File: config.mk
export PLATFORM = sky130hd
export DESIGN_NAME = opcode_sequencer
export DESIGN_NICKNAME = d
export VERILOG_FILES = /design/src/rtl/opcode_sequencer.sv
export SDC_FILE = /design/constraint.sdc
export NUM_CORES = 1
export LEC_CHECK = 0
export ABC_AREA = 1
export BUFFER_PORTS_ARGS = -buffer_cell sky130_fd_sc_hd__buf_4
export CAP_MARGIN = 20
export CORE_MARGIN = 4
export CORE_UTILIZATION = 51
export CTS_CLUSTER_DIAMETER = 30
export DETAILED_ROUTE_END_ITERATION = 6
export GPL_ROUTABILITY_DRIVEN = 0
export HOLD_SLACK_MARGIN = 0.05
export PLACE_DENSITY = 0.76
export SLEW_MARGIN = 30
export SYNTH_ARGS = -nofsm -noshare
export SYNTH_HDL_FRONTEND = slang
export SYNTH_SLANG_ARGS = --single-unit
File: constraint.sdc
create_clock -name clk -period 1.8 [get_ports clk]
set_input_delay 0.36 -clock clk [delete_from_list [all_inputs] [get_ports clk]]
set_output_delay 0.36 -clock clk [all_outputs]
set_load 0.05 [all_outputs]
File: src/rtl/opcode_sequencer.sv
// Decode-stage opcode sequencer: expands CALL/RET/RTI, injects the interrupt pair, inserts load-use bubbles.
// Optional saturating statistics counters are enabled with `define SEQ_STATS_EN.
module opcode_sequencer #(
  parameter int CNT_W = 16
) (
  input  logic             clk,
  input  logic             rst,
  input  logic [4:0]       instrOpCode,
  input  logic             instrValid,
  input  logic             interrupt,
  input  logic             loadUseHazard,
  input  logic             flush,
  output logic [4:0]       opCode,
  output logic             makeMeBubble,
  output logic             pcStall,
  output logic             intAck
`ifdef SEQ_STATS_EN
  ,
  output logic [CNT_W-1:0] bubbleCount,
  output logic [CNT_W-1:0] expandCount
`endif
);

  // state  | meaning
  // NORMAL | single-cycle decode, hazards and interrupt entry
  // SECOND | emitting the second half of CALL/RET/RTI from pend
  // INT1   | first interrupt opcode repeated, fetch held
  // INT2   | second interrupt opcode, intAck follows
  typedef enum logic [1:0] {NORMAL, SECOND, INT1, INT2} seqState_t;

  localparam logic [4:0] OP_NOP  = 5'b00000;
  localparam logic [4:0] OP_INT1 = 5'b11110;
  localparam logic [4:0] OP_INT2 = 5'b11111;

  seqState_t  state, nextState;
  logic [4:0] pend;
  logic       intPending, intPrev;
  logic [4:0] opNext;
  logic       bubbleNext, stallNext, loadPend;
  logic       isReserved, isExpand, intEdge;

  always_comb begin
    isReserved = (instrOpCode == 5'b11001) || (instrOpCode == 5'b11011) ||
                 (instrOpCode == 5'b11101) || (instrOpCode == 5'b11110) ||
                 (instrOpCode == 5'b11111);
    isExpand   = (instrOpCode == 5'b11000) || (instrOpCode == 5'b11010) ||
                 (instrOpCode == 5'b11100);
  end

  always_comb begin
    opNext     = OP_NOP;
    bubbleNext = 1'b0;
    stallNext  = 1'b0;
    loadPend   = 1'b0;
    nextState  = state;
    case (state)
      NORMAL: begin
        if (flush) begin
          opNext = OP_NOP;
        end else if (intPending) begin
          opNext    = OP_INT1;
          stallNext = 1'b1;
          nextState = INT1;
        end else if (!instrValid) begin
          opNext = OP_NOP;
        end else if (loadUseHazard) begin
          bubbleNext = 1'b1;
          stallNext  = 1'b1;
        end else if (isReserved) begin
          opNext = OP_NOP;
        end else if (isExpand) begin
          opNext    = instrOpCode;
          stallNext = 1'b1;
          loadPend  = 1'b1;
          nextState = SECOND;
        end else begin
          opNext = instrOpCode;
        end
      end
      SECOND: begin
        opNext    = flush ? OP_NOP : pend;
        nextState = NORMAL;
      end
      INT1: begin
        opNext    = OP_INT1;
        stallNext = 1'b1;
        nextState = INT2;
      end
      default: begin
        opNext    = OP_INT2;
        stallNext = 1'b1;
        nextState = NORMAL;
      end
    endcase
  end

  // Outputs are forced idle while reset is held so they drop immediately on assertion.
  assign opCode       = rst ? opNext : OP_NOP;
  assign makeMeBubble = rst & bubbleNext;
  assign pcStall      = rst & stallNext;

  assign intEdge = interrupt & ~intPrev;

  always_ff @(posedge clk or negedge rst) begin
    if (!rst) begin
      state      <= NORMAL;
      pend       <= 5'b00000;
      intPending <= 1'b0;
      intPrev    <= 1'b0;
      intAck     <= 1'b0;
    end else begin
      state   <= nextState;
      intPrev <= interrupt;
      intAck  <= (state == INT2);
      if (loadPend)
        pend <= instrOpCode + 5'd1;
      else if (state == SECOND)
        pend <= 5'b00000;
      if (state == NORMAL && nextState == INT1)
        intPending <= 1'b0;
      else if (intEdge && state != INT1 && state != INT2)
        intPending <= 1'b1;
    end
  end

`ifdef SEQ_STATS_EN
  always_ff @(posedge clk or negedge rst) begin
    if (!rst) begin
      bubbleCount <= '0;
      expandCount <= '0;
    end else begin
      if (bubbleNext && bubbleCount != {CNT_W{1'b1}})
        bubbleCount <= bubbleCount + 1'b1;
      if (loadPend && expandCount != {CNT_W{1'b1}})
        expandCount <= expandCount + 1'b1;
    end
  end
`endif

endmodule

==> reports/qor.yml <==
core_area_um2: 1510
nFillCells: 66
async_flop_share_pct: 100
fin_ws_ns: -0.284
clk_latency_ns: 0.26
drt-vias-per-instance: 5.51
root_buffer: "clkbuf_4"
final-max-slew-violation-count: 0
p_leak_nw: 0.662
synth_edf_count: 0
hold_viol_final: 0
p_sw_uw: 760
power_density_nw_per_um2: 1120
worstPathArrival_ns: 1.72
ios: 19
ys.flop_type: "dfrtp_1"
post-cts-setup-buffers: 0
syn2layout_area_growth_pct: 70.5
clk_pin_slew_ns: 0.06
holdCritPathClass: "in2reg"
final_layout_size_suffix_gt1_share_pct: 48.7
seqPwrFrac_pct: 20.6
drcViolationCount: 0
p_int_uw: 771
rows: 14
htreeDepth: 1
io_buffers: 18
end_kind: "primary output"
antenna_found_initial: 0
dr_wl_met2_um: 1250
cts_tree: "built"
wl_met1_um: 1070
post-route-min-period_ns: 2.08
cts_buffers: 3
rrSetupSlack_ns: 0.35
die-area_um2: 2280
grt_pass1_wl_um: 4030
final_common_cell: "buf_4"
grt_pass1_vias: 910
syn_inst: 111
avgSynthCellArea_um2: 7.25
crit_path_start_kind: "input pin"
peakVddDrop_uv: 1010
setup_tns_ns: -1.32
mostFrequentLayoutCells: "buf_4, nand2_1, nand3_1, inv_1, dfrtp_1"
grt_max_degree: 13
min_from: "interrupt"
rsz0062_at_grt: "yes"
synthDistinctLibCells: 23
drt_iter0_drc: 20
pwr-share-comb_pct: 66.5
violations: "setup timing"
synth_fp_nets: 127
fp.dieH_um: 47.7
p_sw_share_pct: 49.6
clock_sinks: 10
routed-wl-met3_um: 97
holdPathEnd: "intPrev"
seq_area_frac_synth_pct: 31.1
finalSetupViolCount: 6
die_x_um: 47.7
r2r-start: "state[1]"
wl_per_cell_um: 14.8
worstReg2RegEnd: "pend[3]"
dr_total_vias: 937
r2r_cells: 6
insertedDiodeCount: 0
ys_warn_count: 0
status: "complete, but fails checks"
drv_cap: 0
hold_depth: 1
period_share_pct: 116
antenna_left: 0
relSlewSlack_pct: 77.8
clock_power_share_pct: 12.9
total_power_mw: 1.53
ys_ff_latch: 10
crit_type: "in2out"
dpl.hpwl_um: 1790
cts_buffer_depth: 2
clock_skew_ns: 0.00110
grt_use_total_pct: 26.1
gr-total-overflow: 0
drt-total-wl_um: 2510
required_ns: 1.44
netlist_area_um2: 805
initial_core_util_pct: 53.4
worst_pin_slew_ns: 0.334
fmax_ghz: 0.480
crit_fanout: 5
top_layer: "met4"
firstDrtPassIters: 4
fin_nets: 171
## critical path, cell delays in order
cell     delay (ns)
buf_12         0.11
ha_4           0.15
inv_4          0.07
nand2_2        0.04
nand2_1        0.07
nand2_2        0.07
a21oi_4        0.17
nand3_1        0.11
nand2_1        0.11
a21oi_1        0.11
nor3_4         0.16
buf_6          0.18
## cells by family (layout without fill, tap and decap cells)
family / Yosys count / after routing / share of synthesized area [%]
compound gates: 21 / 21 / 14.9
fa+ha+maj: 5 / 5 / 7.78
xor+xnor: 1 / 1 / 1.09
flops: 10 / 10 / 31.1
buf+inv: 21 / 64 / 10.9
simple gates: 53 / 53 / 34.2
## synth_stat cells, types with 2 or more instances
| cell type | n | area (µm²) |
|---|---|---|
| a31oi_1 | 3 | 18.8 |
| inv_2 | 3 | 11.3 |
| inv_1 | 16 | 60.1 |
| nor2_1 | 2 | 7.51 |
| nand4_1 | 2 | 12.5 |
| o21ai_0 | 5 | 25.0 |
| a21oi_2 | 2 | 17.5 |
| a21oi_1 | 9 | 45.0 |
| nand3_1 | 18 | 90.1 |
| nor3_1 | 5 | 25.0 |
| nand2_1 | 21 | 78.8 |
| ha_1 | 5 | 62.6 |
| dfrtp_1 | 10 | 250 |
## registers in the layout (all words and copies together) (netlist names)
signal	count
intAck	1
pend	5
state	2
intPrev	1
intPending	1
## layer usage
| layer | up-vias | global-route usage, % |
|---|---|---|
| met3 | 9 | 4.89 |
| met5 | - | 0 |
| li1 | 461 | - |
| met2 | 30 | 42.5 |
| met4 | 0 | 14.0 |
| met1 | 437 | 32.5 |
## stage by stage
step / cell area, µm² / utilization, % / setup WS [ns] / hold slack [ns] / std cells
final: 1370 / 91.0 / -0.284 / 0.215 / 170
after global placement: 1230 / 81.4 / -0.274 / 0.281 / 165
after floorplan: 922 / - / -0.176 / 0.0644 / 111
after CTS: 1340 / 89.0 / -0.222 / 0.207 / 170
after global routing: 1370 / 91.0 / -0.355 / 0.203 / 170
after detailed placement: 1230 / 81.4 / -0.310 / 0.284 / 165
## layout make-up
class                      count  area [µm²]  share of cell area, %
multi-input combinational     80         634                   46.3
timing repair buffer          41         353                   25.7
sequential                    10         251                   18.3
inverter                      19        76.3                   5.57
clock buffer                   4        36.3                   2.65
tap                           16        20.0                   1.46
## power by group through the flow
stage               Combinational, mW  Clock, mW  Sequential [mW]
floorplan                       0.615          0            0.327
global placement                0.889          0            0.312
detailed placement              0.900          0            0.315
CTS                             0.957      0.205            0.315
global route                     1.08      0.218            0.320
finish                           1.02      0.197            0.316
## how the worst max path moves through the flow
stage | end | cells after the start | startpoint | slack [ns]
finish | opCode[3] | 12 | instrOpCode[1] | -0.28
detailed placement | opCode[2] | 13 | instrOpCode[0] | -0.31
CTS | opCode[4] | 12 | instrOpCode[0] | -0.22
global route | opCode[3] | 12 | instrOpCode[1] | -0.36
global placement | opCode[2] | 11 | instrOpCode[0] | -0.27
floorplan | opCode[2] | 9 | instrOpCode[0] | -0.18
## repair_timing
item	in CTS	in global routing
pin swaps	10	4
hold endpoints to repair	10	0
gates resized for setup	16	6
hold buffers	1	0
setup endpoints to repair	6	6
cloned	0	0
Power figures use the tool's default switching activity.
